File: src/rtl/control_cmd_queue.sv
// Multi-channel command queue: per-channel pending slots, fixed-priority arbiter,
// FIFO with valid/ready pop, flush, saturating drop accounting and optional coalescing.
module control_cmd_queue #(
  parameter int NCH          = 4,
  parameter int CMD_W        = 4,
  parameter int DEPTH        = 8,
  parameter int COALESCE_CMD = 0,
  parameter int DROP_W       = 8
) (
  input  logic                         clk,
  input  logic                         reset_n,
  input  logic                         flush,
  input  logic [NCH-1:0]               in_valid,
  input  logic [NCH*CMD_W-1:0]         in_cmd,
  output logic                         out_valid,
  output logic [CMD_W-1:0]             out_cmd,
  input  logic                         out_ready,
  output logic [$clog2(DEPTH+1)-1:0]   count,
  output logic                         overflow,
  output logic [DROP_W-1:0]            drop_cnt
);
  localparam int CW = $clog2(DEPTH+1);
  localparam int PW = $clog2(DEPTH);
  localparam logic [CW-1:0]    FULL = CW'(DEPTH);
  localparam logic [PW-1:0]    LAST = PW'(DEPTH-1);
  localparam logic [CMD_W-1:0] COAL = CMD_W'(COALESCE_CMD);

  logic [CMD_W-1:0]  r_mem [DEPTH];
  logic [PW-1:0]     r_wr_ptr, r_rd_ptr;
  logic [CW-1:0]     r_count;
  logic [NCH-1:0]    r_pend_v;
  logic [CMD_W-1:0]  r_pend_c [NCH];
  logic [CMD_W-1:0]  r_last;
  logic              r_overflow;
  logic [DROP_W-1:0] r_drop;

  logic              w_pop, w_can_write, w_gany, w_coal, w_push, w_any_drop;
  logic [NCH-1:0]    w_grant, w_strobe;
  logic [CMD_W-1:0]  w_gcmd;
  logic [CW-1:0]     w_remain;
  logic [DROP_W-1:0] w_drop_next;

  assign w_pop       = (r_count != '0) && out_ready;
  assign w_can_write = (r_count != FULL) || w_pop;
  assign w_remain    = r_count - CW'(w_pop);

  always_comb begin
    w_gany  = 1'b0;
    w_grant = '0;
    w_gcmd  = '0;
    for (int unsigned i = 0; i < NCH; i++) begin
      if (!w_gany && r_pend_v[i] && w_can_write) begin
        w_gany     = 1'b1;
        w_grant[i] = 1'b1;
        w_gcmd     = r_pend_c[i];
      end
    end
  end

  // r_last is the FIFO tail whenever w_remain is non-zero, so a stale value after flush is harmless
  assign w_coal = (COALESCE_CMD != 0) && w_gany && (w_gcmd == COAL) &&
                  (r_last == COAL) && (w_remain != '0);
  assign w_push = w_gany && !w_coal;

  always_comb begin
    w_strobe    = '0;
    w_any_drop  = 1'b0;
    w_drop_next = r_drop;
    for (int unsigned i = 0; i < NCH; i++) begin
      w_strobe[i] = in_valid[i] && (in_cmd[i*CMD_W +: CMD_W] != '0);
      if (w_strobe[i] && r_pend_v[i] && !w_grant[i]) begin
        w_any_drop = 1'b1;
        if (w_drop_next != '1) w_drop_next = w_drop_next + DROP_W'(1);
      end
    end
  end

  always_ff @(posedge clk) begin
    if (reset_n && !flush && w_push) r_mem[r_wr_ptr] <= w_gcmd;
  end

  always_ff @(posedge clk) begin
    if (!reset_n) begin
      r_wr_ptr   <= '0;
      r_rd_ptr   <= '0;
      r_count    <= '0;
      r_pend_v   <= '0;
      r_last     <= '0;
      r_overflow <= 1'b0;
      r_drop     <= '0;
      for (int unsigned i = 0; i < NCH; i++) r_pend_c[i] <= '0;
    end else if (flush) begin
      r_wr_ptr <= '0;
      r_rd_ptr <= '0;
      r_count  <= '0;
      r_pend_v <= '0;
    end else begin
      if (w_push) begin
        r_wr_ptr <= (r_wr_ptr == LAST) ? '0 : r_wr_ptr + PW'(1);
        r_last   <= w_gcmd;
      end
      if (w_pop) r_rd_ptr <= (r_rd_ptr == LAST) ? '0 : r_rd_ptr + PW'(1);
      r_count <= r_count + CW'(w_push) - CW'(w_pop);
      for (int unsigned i = 0; i < NCH; i++) begin
        if (w_strobe[i]) begin
          r_pend_v[i] <= 1'b1;
          r_pend_c[i] <= in_cmd[i*CMD_W +: CMD_W];
        end else if (w_grant[i]) begin
          r_pend_v[i] <= 1'b0;
        end
      end
      if (w_any_drop) r_overflow <= 1'b1;
      r_drop <= w_drop_next;
    end
  end

  assign out_valid = (r_count != '0);
  assign out_cmd   = (r_count != '0) ? r_mem[r_rd_ptr] : '0;
  assign count     = r_count;
  assign overflow  = r_overflow;
  assign drop_cnt  = r_drop;
endmodule

File: config.mk
export PLATFORM = sky130hd
export DESIGN_NAME = control_cmd_queue
export DESIGN_NICKNAME = d
export VERILOG_FILES = /design/src/rtl/control_cmd_queue.sv
export SDC_FILE = /design/constraint.sdc
export NUM_CORES = 1
export LEC_CHECK = 0
export BUFFER_PORTS_ARGS = -buffer_cell sky130_fd_sc_hd__buf_4
export CAP_MARGIN = 0
export CORE_MARGIN = 1
export CORE_UTILIZATION = 40
export DETAILED_ROUTE_END_ITERATION = 10
export PLACE_DENSITY = 0.57
export SLEW_MARGIN = 10
export SYNTH_ARGS = -nofsm -noshare
export SYNTH_HDL_FRONTEND = slang
export SYNTH_SLANG_ARGS = --single-unit
File: constraint.sdc
create_clock -name clk -period 5.55 [get_ports clk]
set_input_delay 0.2775 -clock clk [delete_from_list [all_inputs] [get_ports clk]]
set_output_delay 0.2775 -clock clk [all_outputs]
set_load 0.005 [all_outputs]
==> flow_summary.json, run 1 <==
{
  "rr_startpoint": "count[2]$_SDFF_PP0_",
  "synth_seq_area_share_pct": 45.0,
  "highest_clock_frequency_the_design_can_meet_ghz": 0.191,
  "die_width_um": 106,
  "fin_skew_ns": 0.00700,
  "cts_max_level": 3,
  "hold_start": "flush",
  "initialDrtViolationCount": 153,
  "critical_path_peak_fanout": 7,
  "netlist_instances": 416,
  "critical_path_required_ns": 5.80,
  "power.static_leakage_uw": 0.00199,
  "insertion_delay_ns": 0.35,
  "globalplace.congestion": 0.914,
  "cts_buffers": 9,
  "antenna_violating_nets_post_route": 0,
  "run_status": "finished clean",
  "num_antenna_cells": 0,
  "floorplan.die.height_um": 106,
  "placement.io_buffers": 41,
  "final_common_cell": "sky130_fd_sc_hd__buf_4",
  "seqCellArea_um2": 1960,
  "layout-drive-gt1-share_pct": 23.4,
  "post_synth_num_cell_types": 68,
  "drt_pass1_iterations": 4,
  "crit_path_start_kind": "flop",
  "routedWlPerCell_um": 17.8,
  "timing.max_slew.rel_slack_pct": 37.2,
  "multi_input_comb_area_um2": 2300,
  "final_period_utilization_pct": 94.1,
  "drv.max_cap_violation_count": 0,
  "totalNegativeSetupSlack_ns": 0,
  "synthArstFlopShare_pct": 0,
  "hold_path_depth": 2,
  "timing_worst_setup_path_type": "flop to flop",
  "worst_setup_path_end_kind": "flop",
  "grt_max_degree": 17,
  "globalRouteTotalUtil_pct": 19.9,
  "synth.yosys.warnings": 0,
  "cts.reportedPaths.clkPinSlew_ns": 0.08,
  "netlist_area_um2": 4360,
  "route.vias.total": 3408,
  "power.ir.vdd_worst_mv": 0.118,
  "wl_mm": 10.8,
  "detail_route.vias_per_cell": 5.59,
  "core.rowCount": 37,
  "synth_enable_flop_cells": 48,
  "power_density_nw_per_um2": 264,
  "drc_errors": 0,
  "yosys_most_used_dff": "sky130_fd_sc_hd__edfxtp_1",
  "final_cell_mix": "sky130_fd_sc_hd__buf_4 (59), sky130_fd_sc_hd__edfxtp_1 (48), sky130_fd_sc_hd__nor2_1 (38), sky130_fd_sc_hd__dfxtp_1 (26)",
  "timing_max_transition_violations_final": 0,
  "final_util_pct": 49.4,
  "timing.hold.worst.class": "primary input to flop",
  "clk_root_buffer_cell": "sky130_fd_sc_hd__clkbuf_8",
  "mappedNetlistNets": 455,
  "cts_tree": "built",
  "min_delay_worst_endpoint": "drop_cnt[0]$_SDFFE_PN0N_",
  "cts_num_sinks": 74,
  "cp.arrival_ns": 5.47,
  "grt_antenna_before_repair": 0,
  "synth_seq_cells": 74,
  "first_pass_grt_wire_length_mm": 17.2,
  "post-route-min-period_ns": 5.22,
  "clock_path_buffers": 2,
  "grt_setup_unrepaired": "no",
  "filler_cell_count": 1018,
  "cts.hold.buffers_added": 0,
  "ff2ff_setup_slack_ns": 0.33,
  "regToRegEndpoint": "drop_cnt[0]$_SDFFE_PN0N_",
  "dp_hpwl_mm": 8.41,
  "finalHoldViolCount": 0,
  "syn_to_final_growth_pct": 18.7,
  "grt_pass1_vias": 3310,
  "post_synth.cell_area_avg_um2": 10.5,
  "core_ar_um2": 10500,
  "start_util_pct": 41.6,
  "die_area_um2": 11300,
  "top_level_ports": 42,
  "final-setup-viol-count": 0,
  "final_nets": 508,
  "max_slew.worst_pin.slew_ns": 0.933,
  "grt_overflow": 0,
  "ff2ff_path_depth": 21
}
how the worst max path moves through the flow:
stage / startpoint / slack, ns / end
final: count[2]$_SDFF_PP0_ / 0.33 / drop_cnt[0]$_SDFFE_PN0N_
after global routing: count[2]$_SDFF_PP0_ / 0.04 / drop_cnt[0]$_SDFFE_PN0N_
after CTS: count[2]$_SDFF_PP0_ / 0.02 / drop_cnt[0]$_SDFFE_PN0N_
after detailed placement: count[2]$_SDFF_PP0_ / 0.08 / drop_cnt[0]$_SDFFE_PN0N_
after global placement: count[2]$_SDFF_PP0_ / 0.29 / drop_cnt[0]$_SDFFE_PN0N_
after floorplan: count[2]$_SDFF_PP0_ / 0.58 / drop_cnt[0]$_SDFFE_PN0N_
critical path: stages (launching register included):
cell and delay (ns):
sky130_fd_sc_hd__dfxtp_1 0.32, sky130_fd_sc_hd__inv_1 0.10, sky130_fd_sc_hd__ha_1 0.19, sky130_fd_sc_hd__and4bb_2 0.30, sky130_fd_sc_hd__nand3_1 0.20, sky130_fd_sc_hd__nor2_4 0.21, sky130_fd_sc_hd__mux2_2 0.39, sky130_fd_sc_hd__ha_4 0.20
sky130_fd_sc_hd__nand3b_1 0.16, sky130_fd_sc_hd__a31oi_1 0.22, sky130_fd_sc_hd__a41oi_1 0.09, sky130_fd_sc_hd__o31a_1 0.25, sky130_fd_sc_hd__or4_1 0.42, sky130_fd_sc_hd__o31ai_1 0.20, sky130_fd_sc_hd__nand4_2 0.18, sky130_fd_sc_hd__nand2_1 0.17
sky130_fd_sc_hd__mux2_2 0.37, sky130_fd_sc_hd__ha_1 0.23, sky130_fd_sc_hd__o211a_1 0.17, sky130_fd_sc_hd__and3_4 0.20, sky130_fd_sc_hd__mux2_4 0.30, sky130_fd_sc_hd__a2111oi_4 0.26
synth_stat cells, drive strengths merged, types with 2 or more instances:
| cell | count | area (µm²) |
|---|---|---|
| edfxtp | 48 | 1440 |
| nor2 | 39 | 146 |
| and3 | 26 | 173 |
| dfxtp | 26 | 521 |
| a21oi | 25 | 136 |
| nand2 | 22 | 85.1 |
| o21ai | 18 | 93.8 |
| inv | 16 | 60.1 |
| ha | 14 | 175 |
| clkbuf | 13 | 48.8 |
| mux2i | 10 | 100 |
| nand3 | 10 | 50.1 |
| a22oi | 9 | 67.6 |
| a31oi | 8 | 50.1 |
| mux4 | 8 | 180 |
| nand4 | 8 | 56.3 |
| nor3 | 8 | 45.0 |
| and2 | 7 | 43.8 |
| nand2b | 7 | 43.8 |
| o41ai | 6 | 71.3 |
| or3 | 6 | 37.5 |
| xnor2 | 6 | 52.6 |
| mux2 | 5 | 60.1 |
| nor4 | 5 | 37.5 |
| or2 | 5 | 31.3 |
| a211o | 4 | 35.0 |
| a211oi | 4 | 35.0 |
| a21o | 4 | 30.0 |
| and4 | 4 | 37.5 |
| buf | 4 | 35.0 |
| o211ai | 4 | 30.0 |
| o31ai | 4 | 30.0 |
| or4 | 4 | 30.0 |
| xor2 | 4 | 35.0 |
| a41oi | 2 | 17.5 |
| and4b | 2 | 20.0 |
| nor2b | 2 | 12.5 |
| nor3b | 2 | 15.0 |
| nor4b | 2 | 17.5 |
| o41a | 2 | 22.5 |
routing by layer:
metal | vias up | wire length (µm) | global-route usage, %
li1 | 1716 | - | -
met1 | 1626 | 5000 | 25.1
met2 | 54 | 5370 | 34.0
met3 | 12 | 301 | 3.86
met4 | 0 | 160 | 6.55
met5 | - | 0 | 0
stage by stage:
stage / hold slack [ns] / power [µW] / cell area [µm²] / cells / setup slack [ns]
after floorplan: 0.442 / 800 / 4360 / 416 / 0.578
after global placement: 0.465 / 907 / 4880 / 593 / 0.291
after detailed placement: 0.464 / 912 / 4880 / 593 / 0.0757
after CTS: 0.225 / 1380 / 5110 / 609 / 0.0236
after global routing: 0.233 / 1430 / 5170 / 610 / 0.0423
final: 0.240 / 1370 / 5170 / 610 / 0.326
power by group:
group | leakage (µW) | total [µW] | internal, µW | switching (µW)
Sequential | 0.000668 | 635 | 616 | 19.0
Combinational | 0.00120 | 266 | 121 | 145
Clock | 0.000117 | 466 | 254 | 212
cell families (layout without fill, tap and decap cells):
logic type                 Yosys count  count (layout)  synth area share, %
xor gates and xnor gates            10              10                 2.01
muxes                               23              23                 7.81
AOI/OAI and AO/OA                   99              99                 16.5
and+or+nand+nor                    162             162                 20.9
buffers and inverters               33              91                 3.30
adders and majority gates           15              15                 4.48
DFF                                 74              74                 45.0
state kept, by name, summed over array words and instances, names as in the netlist, named ones only:
register,cells
count,4
drop_cnt,8
r_wr_ptr,3
r_rd_ptr,3
r_mem,32
overflow,1
r_pend_c,16
r_pend_v,4
cell type report:
type,count,share of cell area [%]
clock buffers,11,3.15
clock inverters,5,1.31
inverters,16,1.16
multi-input cells,309,44.6
flip-flops and latches,74,37.9
well taps,136,3.29
repair buffers,59,8.57
what timing repair did:
item	in CTS	in global routing
setup buffers	0	1
gates resized for setup	0	10
setup endpoints to repair	0	8
Note: power is estimated with default switching activity, not from simulation.
==> run 2: changes to the inputs <==
Settings changed: ABC_AREA set to 1, PLACE_DENSITY 0.57 to 0.56.
==> flow_summary.json, run 2 <==
{
  "grt_setup_unrepaired": "no",
  "cts_num_sinks": 74,
  "finalHoldViolCount": 0,
  "cts.reportedPaths.clkPinSlew_ns": 0.06,
  "timing.critical_path.slowest_cell_delay_ns": 0.45,
  "clk_root_buffer_cell": "sky130_fd_sc_hd__clkbuf_16",
  "clock_path_buffers": 2,
  "final_period_utilization_pct": 79.6,
  "syn_to_final_growth_pct": 16.5,
  "sw_frac_of_total_pct": 27.5,
  "max_slew.worst_pin.slew_ns": 1.06,
  "max_ffs_per_register": 32,
  "netlist_area_um2": 4670,
  "num_antenna_cells": 0,
  "post-route-min-period_ns": 4.42,
  "dp_slack_ns": 1.14,
  "cp.arrival_ns": 4.65,
  "core_ar_um2": 11400,
  "worst_setup_path_end_kind": "flop",
  "setup_slack_of_the_critical_path_after_layout_ns": 1.13,
  "grt_max_degree": 18,
  "synth_enable_flop_cells": 48,
  "synth.top_cells.by_count": "sky130_fd_sc_hd__nand2_1 (122), sky130_fd_sc_hd__inv_1 (81), sky130_fd_sc_hd__nor2_1 (72), sky130_fd_sc_hd__edfxtp_1 (48), sky130_fd_sc_hd__nand3_1 (40)",
  "grtUsageMet1_pct": 27.5,
  "core.rowCount": 39,
  "cts.hold.buffers_added": 0,
  "die_width_um": 110,
  "regToRegEndpoint": "drop_cnt[5]$_SDFFE_PN0N_",
  "globalRouteTotalUtil_pct": 18.7,
  "power_density_nw_per_um2": 288,
  "grt_pass1_vias": 3617,
  "placement.io_buffers": 41,
  "route.vias.total": 3931,
  "floorplan.die.height_um": 110,
  "crit_path_frequent_cell": "sky130_fd_sc_hd__nand2_2",
  "synthArstFlopShare_pct": 0,
  "final-setup-viol-count": 0,
  "drc_errors": 2,
  "cts_max_level": 3,
  "synth_top_cells_by_area": "sky130_fd_sc_hd__edfxtp_1 (31%), sky130_fd_sc_hd__dfxtp_1 (11%), sky130_fd_sc_hd__nand2_1 (9.8%)",
  "mappedNetlistNets": 627,
  "dp_hpwl_mm": 8.31,
  "power.static_leakage_uw": 0.00232,
  "post_synth_num_cell_types": 39,
  "critical_path_peak_fanout": 10,
  "grt_overflow": 0,
  "ff2ff_setup_slack_ns": 1.13,
  "rr_startpoint": "drop_cnt[1]$_SDFFE_PN0N_",
  "synth_seq_cells": 74,
  "synth_seq_area_share_pct": 42.0,
  "post-synth-top-area-fraction_pct": 30.9,
  "ff2ff_path_depth": 31,
  "internal_power_uw": 1140,
  "power_switching_uw": 431,
  "start_util_pct": 41.0,
  "run_status": "complete, but fails checks",
  "post_synth.cell_area_avg_um2": 7.93,
  "netlist_instances": 588,
  "yosys_most_used_dff": "sky130_fd_sc_hd__edfxtp_1",
  "top_level_ports": 42,
  "fin_skew_ns": 0.00565,
  "hold_start": "in_cmd[5]",
  "final_nets": 670,
  "grt_antenna_before_repair": 0,
  "final_cell_mix": "sky130_fd_sc_hd__nand2_1 (122), sky130_fd_sc_hd__inv_1 (81), sky130_fd_sc_hd__nor2_1 (72), sky130_fd_sc_hd__edfxtp_1 (48), sky130_fd_sc_hd__buf_4 (41)",
  "critical_path_required_ns": 5.78,
  "globalplace.congestion": 0.884,
  "min_delay_worst_endpoint": "r_pend_c[1][1]$_SDFFCE_PN0P_",
  "highest_clock_frequency_the_design_can_meet_ghz": 0.226,
  "timing_max_transition_violations_final": 0,
  "die_area_um2": 12100,
  "timing.max_slew.rel_slack_pct": 28.4,
  "netlist.top_cell.by_area": "sky130_fd_sc_hd__edfxtp_1",
  "drt_pass1_iterations": 7,
  "first_pass_grt_wire_length_mm": 17.4,
  "wl_mm": 10.6,
  "failed_checks": "design-rule violations",
  "cp_top_family": "simple AND/OR/NAND/NOR gates",
  "layout-drive-gt1-share_pct": 20.0,
  "crit_path_max_delay_cell_type": "sky130_fd_sc_hd__dfxtp_1",
  "post-route-cell-area_um2": 5430,
  "buffers_and_inverters_on_the_worst_path": 3,
  "drv.max_cap_violation_count": 0,
  "use_met3_pct": 3.70,
  "clkPwrFrac_pct": 38.8,
  "cts_tree": "built",
  "routedWlPerCell_um": 13.6,
  "hold_path_depth": 3,
  "cts_buffers": 9,
  "power.ir.vdd_worst_mv": 0.263,
  "synth.yosys.warnings": 0,
  "antenna_violating_nets_post_route": 0,
  "synth.most_common_cell": "sky130_fd_sc_hd__nand2_1",
  "insertion_delay_ns": 0.33,
  "timing.hold.worst.class": "primary input to flop",
  "postCtsResizedCells": 0,
  "dpl_cell_area_um2": 5110,
  "seq_power_share_pct": 41.3,
  "busiest_grt_layer": "met2",
  "detail_route.vias_per_cell": 5.05,
  "totalNegativeSetupSlack_ns": 0,
  "largest-register": "r_mem",
  "initialDrtViolationCount": 274,
  "timing_worst_setup_path_type": "flop to flop",
  "postCtsSetupRepairBufs": 0,
  "power.share.combinational_pct": 19.8,
  "crit_path_start_kind": "flop",
  "final_common_cell": "sky130_fd_sc_hd__nand2_1",
  "groute.layer.met2.usage_pct": 28.6,
  "final_util_pct": 47.8
}
run 2: cell count changes after synthesis, moves of 23 or more:
cell and delta:
sky130_fd_sc_hd__nand3_1 +30, sky130_fd_sc_hd__nor2_1 +33, sky130_fd_sc_hd__inv_1 +65, sky130_fd_sc_hd__and3_1 -24, sky130_fd_sc_hd__nand2_1 +101, sky130_fd_sc_hd__o21ai_0 +23
run 2: kinds of logic after synthesis:
family / share of synthesized area (%)
flip-flops: 42.0
buffers and inverters: 8.10
adder cells (fa/ha/maj): 4.18
AND/OR/NAND/NOR: 35.0
XOR/XNOR: 0.563
AO/OA/AOI/OAI: 10.1
run 2: how the worst max path moves through the flow:
stage	start	endpoint	depth (start not counted)
2_1_floorplan	drop_cnt[0]$_SDFFE_PN0N_	drop_cnt[0]$_SDFFE_PN0N_	31
3_3_place_gp	drop_cnt[1]$_SDFFE_PN0N_	drop_cnt[5]$_SDFFE_PN0N_	31
3_5_place_dp	drop_cnt[1]$_SDFFE_PN0N_	drop_cnt[5]$_SDFFE_PN0N_	31
4_1_cts	drop_cnt[1]$_SDFFE_PN0N_	drop_cnt[5]$_SDFFE_PN0N_	31
5_1_grt	drop_cnt[1]$_SDFFE_PN0N_	drop_cnt[5]$_SDFFE_PN0N_	31
6_report	drop_cnt[1]$_SDFFE_PN0N_	drop_cnt[5]$_SDFFE_PN0N_	31
run 2: cell type report:
cell class,count,area [µm²]
fillers,1112,5940
multi-input cells,416,2330
flip-flops and latches,74,1960
inverters,89,334
repair buffers,41,308
clock buffers,13,282
well taps,143,179
clock inverters,3,43.8
run 2: per-layer routing:
metal  up-vias  wire length, µm
met5         -                0
met1      1800             5400
li1       2028                -
met3         6              501
met2        97             4640
met4         0               60
run 2: worst reg2reg max path: cells and delay by family (launching register included):
family                     cells  cell delay [ns]
AOI/OAI and AO/OA              1             0.11
adders and majority gates      4             0.86
buffers and inverters          3             0.26
DFF                            1             0.45
and+or+nand+nor               23             2.65
run 2: power by group through the flow:
| stage | combinational, µW | sequential (µW) | clock, µW |
|---|---|---|---|
| 2_1_floorplan | 213 | 650 | 0 |
| 3_3_place_gp | 307 | 659 | 0 |
| 3_5_place_dp | 311 | 660 | 0 |
| 4_1_cts | 313 | 648 | 619 |
| 5_1_grt | 353 | 652 | 641 |
| 6_report | 311 | 648 | 609 |
run 2: stage by stage:
step	std cells	hold WS [ns]	power, µW
floorplan	588	0.449	862
finish	779	0.222	1570
detailed placement	763	0.475	971
global route	779	0.230	1650
global placement	763	0.441	967
CTS	779	0.213	1580
